==> src/rtl/pulse_pkg.sv <==
// Shared definitions for both ends of the serial pulse link.
// Frame length default lives here so generator and receiver agree.
package pulse_pkg;

    typedef enum logic [1:0] {
        IDLE  = 2'd0,
        SHIFT = 2'd1,
        DONE  = 2'd2
    } state_t;

    localparam int PULSE_WIDTH_DEFAULT = 8;

endpackage

==> src/rtl/sync_bit_counter.sv <==
// Purpose: mod-WIDTH bit counter with synchronous clear and count enable.
// Latency: count updates on the edge after clr/en; term decodes the current count.
// Backpressure: none; en stalls the count, clr has priority over en.
module sync_bit_counter #(
    parameter int WIDTH = 8,
    parameter int CW    = $clog2(WIDTH)
) (
    input  logic          clk,
    input  logic          rst_n,
    input  logic          clr,
    input  logic          en,
    output logic [CW-1:0] count,
    output logic          term
);

    assign term = (count == CW'(WIDTH - 1));

    always_ff @(posedge clk or negedge rst_n) begin
        if (!rst_n) begin
            count <= '0;
        end else if (clr) begin
            count <= '0;
        end else if (en) begin
            count <= term ? '0 : count + 1'b1;
        end
    end

endmodule

==> src/rtl/pulse_receiver8.sv <==
// Purpose: capture a WIDTH-bit serial frame after start, flag it with valid and a pattern match.
// Latency: data/valid/match appear WIDTH cycles after the start edge; valid lasts one cycle.
// Backpressure: none; start is ignored mid-frame and accepted again in the valid cycle.
module pulse_receiver8
    import pulse_pkg::*;
#(
    parameter int WIDTH     = PULSE_WIDTH_DEFAULT,
    parameter bit MSB_FIRST = 1'b1
) (
    input  logic             clk,
    input  logic             rst_n,
    input  logic             sin,
    input  logic             start,
    input  logic [WIDTH-1:0] pattern,
    output logic [WIDTH-1:0] data,
    output logic             valid,
    output logic             match,
    output logic             busy
);

    localparam int CW = $clog2(WIDTH);

    state_t           state;
    logic [WIDTH-1:0] sh;
    logic [WIDTH-1:0] sh_next;
    logic             cnt_clr;
    logic             cnt_en;
    logic             cnt_term;
    logic [CW-1:0]    bit_idx_unused;

    assign cnt_clr = start && (state != SHIFT);
    assign cnt_en  = (state == SHIFT);

    sync_bit_counter #(
        .WIDTH (WIDTH),
        .CW    (CW)
    ) u_cnt (
        .clk   (clk),
        .rst_n (rst_n),
        .clr   (cnt_clr),
        .en    (cnt_en),
        .count (bit_idx_unused),
        .term  (cnt_term)
    );

    // The completing edge loads data from the shifted value so the last bit is included.
    always_comb begin
        sh_next = sh;
        if (MSB_FIRST) begin
            sh_next = {sh[WIDTH-2:0], sin};
        end else begin
            sh_next = {sin, sh[WIDTH-1:1]};
        end
    end

    always_ff @(posedge clk or negedge rst_n) begin
        if (!rst_n) begin
            state <= IDLE;
            sh    <= '0;
            data  <= '0;
            match <= 1'b0;
        end else begin
            // DONE lasts one cycle, so clearing here keeps match confined to it.
            match <= 1'b0;
            case (state)
                IDLE: begin
                    if (start) begin
                        state <= SHIFT;
                    end
                end
                SHIFT: begin
                    sh <= sh_next;
                    if (cnt_term) begin
                        data  <= sh_next;
                        match <= (sh_next == pattern);
                        state <= DONE;
                    end
                end
                DONE: begin
                    state <= start ? SHIFT : IDLE;
                end
                default: begin
                    state <= IDLE;
                end
            endcase
        end
    end

    assign busy  = (state == SHIFT);
    assign valid = (state == DONE);

endmodule
==> config.mk <==
export PLATFORM = sky130hd
export DESIGN_NAME = pulse_receiver8
export DESIGN_NICKNAME = d
export VERILOG_FILES = /design/src/rtl/pulse_pkg.sv /design/src/rtl/sync_bit_counter.sv /design/src/rtl/pulse_receiver8.sv
export SDC_FILE = /design/constraint.sdc
export NUM_CORES = 1
export LEC_CHECK = 0
export ABC_AREA = 0
export CAP_MARGIN = 30
export CORE_ASPECT_RATIO = 1.4
export CORE_MARGIN = 3
export CORE_UTILIZATION = 42
export DETAILED_ROUTE_END_ITERATION = 6
export PLACE_DENSITY_LB_ADDON = 0.08
export SLEW_MARGIN = 15
export SYNTH_ARGS = -nofsm -noshare
export SYNTH_HDL_FRONTEND = slang
export SYNTH_SLANG_ARGS = --single-unit
==> constraint.sdc <==
create_clock -name clk -period 1.5 [get_ports clk]
set_clock_uncertainty 0.05 [all_clocks]
set_input_delay 0.225 -clock clk [delete_from_list [all_inputs] [get_ports clk]]
set_output_delay 0.225 -clock clk [all_outputs]
set_load 0.1 [all_outputs]
==> results of run 1 <==
[layout make-up]
class | count | area (sq um) | area share [%]
timing repair buffer | 32 | 405 | 29.0
clock buffer | 4 | 26.3 | 1.88
tap | 21 | 26.3 | 1.88
multi-input combinational | 55 | 403 | 28.8
inverter | 2 | 12.5 | 0.894
sequential | 21 | 526 | 37.6
[flip-flops by register name, summed over array words and instances (netlist names)]
register	count
data	8
u_cnt.count	3
sh	7
state	2
match	1
[kinds of logic after synthesis]
logic type	after synthesis	share of synthesized area, %
compound gates	2	1.35
xor+xnor	8	7.59
fa+ha+maj	2	2.71
buf+inv	4	2.44
flops	21	56.9
mux	9	11.0
simple gates	34	18.0
[worst paths after layout]
path | from | end | slack (ns) | cells after the start
worst max-delay path | u_cnt.count[0]$_DFFE_PN0P_ | data[6]$_DFFE_PN0P_ | -0.06 | 5
worst min-delay path | rst_n | data[1]$_DFFE_PN0P_ | 0.20 | 2
worst max register to register | u_cnt.count[0]$_DFFE_PN0P_ | data[6]$_DFFE_PN0P_ | -0.06 | 5
worst min register to register | u_cnt.count[0]$_DFFE_PN0P_ | u_cnt.count[0]$_DFFE_PN0P_ | 0.46 | 1
max in group asynchronous | rst_n | sh[2]$_DFFE_PN0P_ | 0.99 | 2
min in group clk | u_cnt.count[0]$_DFFE_PN0P_ | u_cnt.count[0]$_DFFE_PN0P_ | 0.46 | 1
[stage by stage]
stage | cells | cell area (sq um) | util (%) | setup slack, ns
after CTS | 134 | 1390 | 68.9 | -0.0667
after floorplan | 80 | 942 | - | 0.0189
after global placement | 129 | 1340 | 66.5 | -0.0245
after global routing | 135 | 1400 | 69.2 | -0.157
final | 135 | 1400 | 69.2 | -0.0589
after detailed placement | 129 | 1340 | 66.5 | -0.0406
[per-layer routing]
layer | GRT usage (%) | part of all wire (%) | routed length (um) | vias to the layer above
met5 | 0 | 0 | 0 | -
met1 | 20.3 | 39 | 732 | 329
met4 | 7.53 | 1.5 | 27 | 0
met2 | 24.0 | 55 | 1020 | 14
li1 | - | - | - | 330
met3 | 2.63 | 4.2 | 79 | 4
[cell usage in the layout, fill, tap and decap left out, drive strengths merged, types with 2 or more instances in the layout]
| cell | Yosys | routed |
|---|---|---|
| xor2 | 4 | 4 |
| buf | 1 | 21 |
| nand2 | 23 | 23 |
| ha | 2 | 2 |
| clkbuf | 1 | 4 |
| clkdlybuf4s50 | 0 | 11 |
| dfrtp | 21 | 21 |
| mux2 | 9 | 9 |
| nand3b | 4 | 4 |
| xnor2 | 4 | 4 |
[critical path: cells and delay by family, from the launching register on]
kind	cells	cell delay, ns
and+or+nand+nor	1	0.14
DFF	1	0.42
adders and majority gates	2	0.36
buffers and inverters	1	0.16
muxes	1	0.33
[timing repair]
action / CTS / global route
setup buffers: 1 / 1
setup endpoints to repair: 9 / 11
resized for setup: 4 / 0
==> impl_metrics.csv, run 1 <==
group,metric,value,unit
global_route,grt_overflow,0,
cts,cts-root-buf,"clkbuf_4",
cts,numCtsBuffers,3,
worst_setup_path,required,1.65,ns
cells_and_area,drive_gt1_share,34.2,%
worst_setup_path,crit_fanout,4,
die,dieArea,2810,sq um
cts,clock_latency,0.30,ns
logic_synthesis,yosys_warnings,0,
global_route,grt_use_total,15.4,%
logic_synthesis,ys_top_cells_by_count,"nand2_1, dfrtp_1, mux2_2",
die,rows,19,
cells_and_area,area_delta_synth_final,51.5,%
logic_synthesis,syn_inst,80,
die,die-width,45.6,um
timing,max_slew_margin,82.3,%
placed_design,port-buffer-count,22,
global_route,grt_pass1_wl,3090,um
drt,dr.pass1.iters,4,
logic_synthesis,synth_cell_types,20,
drt,routed_via_density,5.01,
placed_design,gp_congestion,0.717,
timing,rsz0062_at_grt,"true",
worst_setup_path,endpoint_kind,"flip-flop",
cells_and_area,num_antenna_cells,0,
timing,slew_viol_final,0,
drt,dr.first_iter.drc_count,5,
cts,max-clock-path-buffers,2,
outcome,violations,"negative setup slack",
drt,routed_wl,1860,um
drt,num_vias,677,
logic_synthesis,ys_seq_elements,21,
logic_synthesis,synth.cell_area,923,sq um
drt,ant_nets,0,
logic_synthesis,ys_seq_area_share,56.9,%
timing,finalCriticalPeriod,1.56,ns
global_route,grt_pass1_vias,686,
logic_synthesis,yosysTopAreaCell,"dfrtp_1",
outcome,outcome,"complete, but fails checks",
cells_and_area,fillers,148,
timing,setup_ws,-0.0589,ns
timing,fmax,0.641,GHz
drt,drc_errors,0,
logic_synthesis,synth_top_area_share,56.9,%
cts,htreeDepth,1,
die,fp.dieH,61.5,um
logic_synthesis,ys_top_cells_by_area,"dfrtp_1, mux2_2, nand2_1",
timing,finalSetupTns,-0.355,ns
drt,post_drt_wl_per_cell,13.8,um
cts,clock_sinks,21,
cts,clk_pin_slew,0.11,ns
worst_setup_path,cp-start-kind,"flip-flop",
worst_setup_path,cp_data_arrival_time,1.71,ns
cts,hold_buffers,0,
timing,period_share,104,%
timing,hold_ws,0.202,ns
worst_setup_path,crit_chain,"ha_2 > ha_4 > nand3b_1 > buf_4 > mux2_2",
timing,hold_violations,0,
cells_and_area,fin_nets,129,
logic_synthesis,synth_ff_type,"dfrtp_1",
logic_synthesis,async_reset_ff_share,100,%
global_route,antenna_found_initial,0,
hold_path,hp-class,"in -> async",
die,core,2020,sq um
worst_setup_path,cp_slowest_cell,"dfrtp_1",
cts,cts_tree,"done",
worst_setup_path,criticalPathCategory,"reg -> reg",
worst_setup_path,max_stage_delay,0.42,ns
timing,setup_violations,9,
run,maxCapViolCount,0,
timing,tightest_slew,0.266,ns
logic_synthesis,synth_edf_count,0,
global_route,grt_max_degree,22,
logic_synthesis,yosysMostFrequentCell,"nand2_1",
die,ioPinCount,23,
placed_design,post-dp-hpwl,1440,um
logic_synthesis,avgSynthCellArea,11.5,sq um
logic_synthesis,synth_nets,94,
die,initial_utilization,45.7,%
Power of run 1 is left out: the tool's default activity adds up to more than one toggle a clock period on the data nets, which glitch-free logic cannot reach.
==> inputs of run 2 (changes only) <==
CELL_PAD_IN_SITES_DETAIL_PLACEMENT = 0   (was default)
CELL_PAD_IN_SITES_GLOBAL_PLACEMENT = 2   (was default)
CORE_UTILIZATION = 29   (was 42)
SYNTH_HIERARCHICAL = 1   (was default)
==> run 2 against run 1 <==
  * The flow still finishes with violations (negative setup slack)
  * Count of clock-buffer cells in the layout is 1 lower
  * Wire length is 3.7% lower
  * Worst hold slack better by 0.048 ns
  * Die area is 41% higher
  * Worst setup slack better by 0.027 ns
  * Register-to-register slack better by 0.03 ns
  * Fmax is 1.8% higher
  * Area after synthesis is 1.6% higher
  * Critical endpoint is now data[4]$_DFFE_PN0P_
  * Global-route usage is 4.4 points lower
==> impl_metrics.csv, run 2 <==
group,metric,value,unit
worst_setup_path,cp-start-kind,"flip-flop",
global_route,grt_pass1_vias,667,
worst_setup_path,required,1.59,ns
logic_synthesis,yosys_warnings,6,
cts,numCtsBuffers,3,
run,maxCapViolCount,0,
die,rows,23,
cells_and_area,drive_gt1_share,48.0,%
logic_synthesis,avgSynthCellArea,14.2,sq um
drt,routed_via_density,4.46,
die,initial_utilization,31.4,%
placed_design,post-place-ws,-0.0387,ns
hold_path,hp-class,"in -> async",
cts,cts-root-buf,"clkbuf_8",
logic_synthesis,ys_top_cells_by_count,"dfrtp_1, mux2_2, xnor2_1, xor2_1",
cells_and_area,fin_nets,115,
timing,max_slew_margin,82.0,%
logic_synthesis,synth.cell_area,938,sq um
worst_setup_path,criticalPathCategory,"reg -> reg",
worst_setup_path,endpoint_kind,"flip-flop",
drt,drc_errors,0,
cells_and_area,layout_common_cells,"dfrtp_1, mux2_2, clkdlybuf4s50_1, buf_12, buf_4",
logic_synthesis,ys_seq_area_share,56.0,%
cells_and_area,top_register,"data",
logic_synthesis,ys_seq_elements,21,
cells_and_area,largestRegisters,"data x8, sh x7, u_cnt/count x3",
cells_and_area,area_delta_synth_final,55.6,%
cells_and_area,final_common_cell,"dfrtp_1",
die,fp.dieH,73.3,um
logic_synthesis,synth_nets,80,
timing,fmax,0.653,GHz
die,dieArea,3960,sq um
global_route,grt_max_degree,22,
cts,hold_buffers,0,
timing,setup_violations,8,
logic_synthesis,yosysTopAreaCell,"dfrtp_1",
die,die-width,54.1,um
logic_synthesis,yosysMostFrequentCell,"dfrtp_1",
drt,post_drt_wl_per_cell,13.1,um
timing,rsz0062_at_grt,"true",
logic_synthesis,syn_inst,66,
worst_setup_path,crit_fanout,4,
cells_and_area,num_antenna_cells,0,
drt,num_vias,611,
logic_synthesis,synth_cell_types,20,
drt,dr.first_iter.drc_count,10,
timing,hold_ws,0.250,ns
logic_synthesis,synth_edf_count,0,
worst_setup_path,cp_data_arrival_time,1.62,ns
outcome,violations,"negative setup slack",
placed_design,post-dp-hpwl,1400,um
timing,slew_viol_final,0,
cts,cts_tree,"done",
cells_and_area,largest_register_ffs,8,
timing,period_share,102,%
logic_synthesis,synth_ff_type,"dfrtp_1",
timing,hold_violations,0,
cts,htreeDepth,1,
drt,dr.pass1.iters,2,
die,ioPinCount,23,
cts,clock_sinks,21,
cts,max-clock-path-buffers,2,
outcome,outcome,"complete, but fails checks",
timing,finalCriticalPeriod,1.53,ns
drt,routed_wl,1790,um
global_route,grt_pass1_wl,3140,um
global_route,grt_use_total,10.9,%
timing,tightest_slew,0.269,ns
logic_synthesis,synth_top_area_share,56.0,%
logic_synthesis,ys_top_cells_by_area,"dfrtp_1, mux2_2, xnor2_1",
cts,clock_latency,0.26,ns
drt,ant_nets,0,
die,core,2990,sq um
placed_design,gp_congestion,0.750,
global_route,antenna_found_initial,0,
global_route,grt_overflow,0,
placed_design,port-buffer-count,22,
timing,setup_ws,-0.0316,ns
cts,clk_pin_slew,0.08,ns
logic_synthesis,async_reset_ff_share,100,%
==> run 2: kinds of logic after synthesis <==
family,synth area share [%]
buffers and inverters,2.93
AND/OR/NAND/NOR,9.20
multiplexers,20.1
XOR/XNOR,7.47
AO/OA/AOI/OAI,1.60
adder cells (fa/ha/maj),2.67
flip-flops,56.0
==> run 2: through the flow <==
stage                     util (%)  setup TNS (ns)  std cells  area, sq um
after global placement        46.4          -0.200        130         1390
after detailed placement      46.4          -0.255        130         1390
after global routing          48.8          -0.740        137         1460
after floorplan                  -          -0.382         66          981
after CTS                     47.9          -0.321        134         1430
final                         48.8          -0.172        137         1460
==> run 2: cell type report <==
class | instances | area [sq um]
Multi-Input combinational cell | 40 | 418
Inverter | 3 | 15.0
Clock inverter | 1 | 5.00
Clock buffer | 3 | 41.3
Timing Repair Buffer | 32 | 409
Sequential cell | 21 | 526
Fill cell | 298 | 1530
Tap cell | 37 | 46.3
==> run 2: repair_timing <==
item	in CTS	in global routing
setup endpoints to repair	8	10
buffers inserted	0	3
resized for setup	0	1
==> run 2: path summary, 6_finish.rpt <==
kind	startpoint	to	slack [ns]	cells after the start
setup / recovery	u_cnt/count[1]$_DFFE_PN0P_	data[4]$_DFFE_PN0P_	-0.03	5
hold / removal	rst_n	data[0]$_DFFE_PN0P_	0.25	2
setup reg to reg	u_cnt/count[1]$_DFFE_PN0P_	data[4]$_DFFE_PN0P_	-0.03	5
min in group clk	u_cnt/count[1]$_DFFE_PN0P_	u_cnt/count[1]$_DFFE_PN0P_	0.49	2
hold reg to reg	u_cnt/count[1]$_DFFE_PN0P_	u_cnt/count[1]$_DFFE_PN0P_	0.49	2
max in group asynchronous	rst_n	data[5]$_DFFE_PN0P_	0.93	2
==> run 2: critical path, cell delays in order, from the launching register on <==
cell and delay (ns):
dfrtp_1 0.38, ha_2 0.20, ha_4 0.16, nand3b_1 0.15, buf_4 0.16, mux2_2 0.32
==> run 2: per-layer routing <==
metal  GRT usage (%)  up-vias  routed length, um
met4            3.32        0                 10
met3            2.84        2                 90
li1                -      294                  -
met2            17.7       13                966
met5               0        -                  0
met1            14.2      302                722
Power of run 2 is left out for the same reason.
==> inputs of run 3 (changes only) <==
ABC_CLOCK_PERIOD_IN_PS = 1500   (was default)
GPL_ROUTABILITY_DRIVEN = 0   (was default)
==> results of run 3 <==
The final DEF is identical to that of run 2; final timing and power are the same.
Power of run 3 is left out for the same reason.
==> RTL change 1 (settings of run 1) <==
Change the package constant `PULSE_WIDTH_DEFAULT` from 8 to 16.
--- a/src/rtl/pulse_pkg.sv
+++ b/src/rtl/pulse_pkg.sv
@@ -8,7 +8,7 @@
         DONE  = 2'd2
     } state_t;
 
-    localparam int PULSE_WIDTH_DEFAULT = 8;
+    localparam int PULSE_WIDTH_DEFAULT = 16;
 
 endpackage
 
Interface: changed (resized data and pattern); port bits go from 23 to 39. No check against the original RTL was run, so the function may have changed too.
==> RTL change 1 against run 1 <==
  * Cell area up 80%
  * Routed wire length up 110%
  * Setup slack better by 0.10 ns
  * Sequential cell count up 17
  * Via count up 85%
  * Core utilization down 2.4 points
  * Synthesized area up 83%
  * Die area up 72%
  * Largest cell class unchanged
==> RTL change 1: results (changes against run 1) <==
[synthesis]
synthMuxAreaShare_pct = 10.7  ; -0.31 points
synth-adder-area-share_pct = 0.741  ; -2.0 points
synth_nets = 171  ; +82%
synth_common_cells = 50 x nand2_1, 38 x dfrtp_1, 16 x mux2_2
synthTopCellsByArea = dfrtp_1 56%, nand2_1 11%, mux2_2 11%
synth_compound_area_share_pct = 2.67  ; +1.3 points
ys_types = 22  ; +10%
synthCells = 150  ; +88%
synth_xor_area_share_pct = 8.30  ; +0.71 points

[route]
wl_met1_um = 1530  ; +110%
dr_wl_met2_um = 2050  ; +100%
via_count = 1251  ; +85%
viasPerCell = 5.09  ; +1.4%
routed_wl_um = 3820  ; +110%
drt-initial-drc-count = 55  ; +50

[finish]
clock_buffers = 7  ; +3
nMultiInputCombCells = 105  ; +91%
drive_gt1_share_pct = 31.4  ; -2.8 points
clkCellAreaFrac_pct = 3.03  ; +1.1 points
reg_top3 = data (16), sh (15), u_cnt.count (4)
buf_share_pct = 28.3  ; -0.64 points
multi_input_area_sq_um = 714  ; +77%
fillerInstances = 299  ; +100%

[global_route]
grt_usage_pct = 17.7  ; +2.4 points
grt_pass1_wl_um = 6350  ; +110%
grt_use_met2_pct = 30.5  ; +6.6 points
grt_util_met3_pct = 5.41  ; +2.8 points
first_global_vias = 1351  ; +97%
grt_use_met1_pct = 20.5  ; +0.25 points

[placed_design]
hpwlAfterDp_um = 2780  ; +92%
placed_cell_area_sq_mm = 0.00239  ; +78%
place_congestion = 0.733  ; +2.3%
place_ws_ns = -0.184  ; -0.143 ns
port_buffers = 38  ; +73%

[clock_network]
cts_hold_buf = 1  ; +1
path_clk_slew_ns = 0.07  ; -0.04 ns
cts.repair.resized = 2  ; -2
cts_sinks = 38  ; +81%
cts_setup_buffers = 3  ; +2
clockRootBuffer = clkbuf_8

[outcome]
outcome = finished clean

[sta]
relSlewSlack_pct = 70.5  ; -12 points

[setup_path]
cp.arrival_ns = 1.58  ; -0.13 ns
critPathMaxFanout = 9  ; +5

-- RTL change 1: cell types whose count changed after synthesis, moves of 2 or more --
cell      change
dfrtp_1      +17
buf_2         +4
xnor2_1       +8
mux2_2        +7
nand2_1      +27
nand3b_1      -4
nand3_1       +2
nand4_1       +2
o21ai_0       +4
-- RTL change 1: final timing paths --
check,start,endpoint,slack [ns],depth (start not counted)
min,rst_n,data[0],0.36,2
min reg2reg,state[0],state[0],0.47,1
max,u_cnt.count[1],data[4],0.04,5
max in group asynchronous,rst_n,sh[3],0.58,3
max reg2reg,u_cnt.count[1],data[4],0.04,5
min in group clk,state[0],state[0],0.47,1
-- RTL change 1: kinds of logic after synthesis --
logic type | after synthesis
and+or+nand+nor | 64
DFF | 38
xor gates and xnor gates | 16
muxes | 16
AOI/OAI and AO/OA | 8
buffers and inverters | 7
adders and majority gates | 1
-- RTL change 1: power by group --
| group | internal, uW | switching (uW) |
|---|---|---|
| Combinational | 1260 | 1880 |
| Clock | 320 | 337 |
| Sequential | 1430 | 471 |
==> RTL change 2 (flow settings as in run 1) <==
Made on the original files. Reset style: synchronous (`rst_n`), changed in 2 clocked blocks.
--- a/src/rtl/sync_bit_counter.sv
+++ b/src/rtl/sync_bit_counter.sv
@@ -15,7 +15,7 @@
 
     assign term = (count == CW'(WIDTH - 1));
 
-    always_ff @(posedge clk or negedge rst_n) begin
+    always_ff @(posedge clk) begin
         if (!rst_n) begin
             count <= '0;
         end else if (clr) begin
--- a/src/rtl/pulse_receiver8.sv
+++ b/src/rtl/pulse_receiver8.sv
@@ -53,7 +53,7 @@
         end
     end
 
-    always_ff @(posedge clk or negedge rst_n) begin
+    always_ff @(posedge clk) begin
         if (!rst_n) begin
             state <= IDLE;
             sh    <= '0;
Check against the original RTL: differs if rst_n is asserted again (counterexample within 4 cycles, from zero or initial values and one cycle with rst_n low); with rst_n held inactive, the same outputs for 10 cycles.
==> RTL change 2 against run 1 <==
  * Synthesized cell count increased by 20%
  * Setup slack improved by 0.14 ns
  * Maximum frequency grew 9.8%
  * Sequential cell count is the same
  * Largest cell class is now multi-input combinational cells
  * Count of clock-buffer cells in the layout did not move
  * Cell area decreased by 2.4%
  * Synthesized area increased by 1.6%
  * Routed wire length rose by 3.3%
Power is left out: it rests on default switching activity, and per cell area and clock period it moved more than threefold.
==> RTL change 2: results (changes against run 1) <==
[outcome]
outcome = finished clean

[route]
dr.pass1.iters = 2  ; -2
drt-initial-drc-count = 22  ; +17
wl_per_cell_um = 13.2  ; -4.5%
viasPerCell = 5.10  ; +1.8%

[placed_design]
placed_cell_area_sq_mm = 0.00131  ; -2.7%
port_buffers = 22  ; unchanged
place_congestion = 0.741  ; +3.4%
hpwlAfterDp_um = 1470  ; +1.7%

[synthesis]
synth_compound_area_share_pct = 10.7  ; +9.3 points
ys_async_sr_fraction_pct = 0  ; -100 points
synth_flop_cell = dfxtp_1
yosys_warnings = 0  ; unchanged
synthTopCellsByArea = dfxtp_1 45%, a21boi_1 7.2%, nand2_1 6.8%
synth-adder-area-share_pct = 4.00  ; +1.3 points
seq_area_frac_synth_pct = 44.8  ; -12 points
synth_nets = 111  ; +18%
ys_types = 28  ; +40%
synth_xor_area_share_pct = 7.47  ; -0.12 points
synthMuxAreaShare_pct = 6.40  ; -4.6 points
synth_common_cells = 21 x dfxtp_1, 17 x nand2_1, 9 x a21boi_1

[sta]
tns_ns = 0  ; +0.355 ns
worst_slew_pin_slew_ns = 0.195  ; -0.0708 ns
holdWs_ns = 0.434  ; +0.232 ns

[clock_network]
path_clk_slew_ns = 0.11  ; about the same
clockRootBuffer = clkbuf_4
cts_made_buffers = 3  ; unchanged
clockBufferDepth = 2  ; unchanged
cts_max_level = 1  ; unchanged
insertion_delay_ns = 0.30  ; about the same

[global_route]
grt_pass1_wl_um = 3250  ; +5.1%
grt_max_degree = 20  ; -9.1%
first_global_vias = 749  ; +9.2%
antenna_found_initial = 0  ; unchanged
grt_usage_pct = 16.1  ; +0.71 points

[setup_path]
cp.arrival_ns = 1.57  ; -0.14 ns
rrSetupSlack_ns = 0.08  ; +0.14 ns
critPathMaxFanout = 6  ; +2

[finish]
reg_top3 = data (8), sh (7), u_cnt.count (3)
fillerInstances = 176  ; +19%
multi_input_area_sq_um = 485  ; +20%
n_antenna_cell = 0  ; unchanged
nNetsFinal = 141  ; +9.3%
drive_gt1_share_pct = 24.8  ; -9.4 points

[hold_path]
hold_class = flip-flop to flip-flop

[RTL change 2: cell types whose count changed in the layout (fill, tap and decap cells not counted), moves of 3 or more]
cell,run 1,this run
a21boi_1,0,9
buf_4,10,7
dfrtp_1,21,0
dfxtp_1,0,19
mux2_2,7,0
mux2i_1,0,6
nand2_1,23,17
nand3_1,0,4
nor2b_1,0,6
[RTL change 2: path summary, 6_finish.rpt]
path	start	endpoint	depth (start not counted)
worst max register to register	u_cnt.count[0]	data[5]	6
worst min-delay path	u_cnt.count[1]	u_cnt.count[1]	2
worst min register to register	u_cnt.count[1]	u_cnt.count[1]	2
worst max-delay path	u_cnt.count[0]	data[5]	6
[RTL change 2: worst max-delay path: stages (launching register included)]
cell and delay, ns:
dfxtp_2 0.34, ha_1 0.21, ha_2 0.18, nand3b_1 0.13, buf_6 0.16, mux2i_1 0.19, nor2b_1 0.06
[RTL change 2: per-layer routing]
layer	track usage [%]	vias up	wire length (um)
met4	8.54	0	14
met1	18.7	343	885
met3	2.88	2	76
met5	0	-	0
li1	-	381	-
met2	27.4	19	944
[RTL change 2: final cells by class]
cell class	count	share of cell area, %
multi-input combinational	68	35.6
sequential	21	31.0
timing repair buffer	30	28.9
clock buffer	4	1.92
tap	21	1.92
inverter	2	0.733
[RTL change 2: repair_timing]
action / 4_1_cts / 5_1_grt
setup endpoints to repair: 1 / 5
resized for setup: 1 / 5
setup buffers: 1 / 1
[RTL change 2: per-stage QoR]
stage               worst slack [ns]  cells
finish                        0.0802    146
global route                 0.00477    146
CTS                          0.00456    145
detailed placement            0.0218    140
global placement              0.0715    140
floorplan                     0.0734     96
[RTL change 2: logic make-up after synthesis]
family	Yosys count
buffers and inverters	7
xor gates and xnor gates	8
and+or+nand+nor	38
adders and majority gates	3
AOI/OAI and AO/OA	13
DFF	21
muxes	6
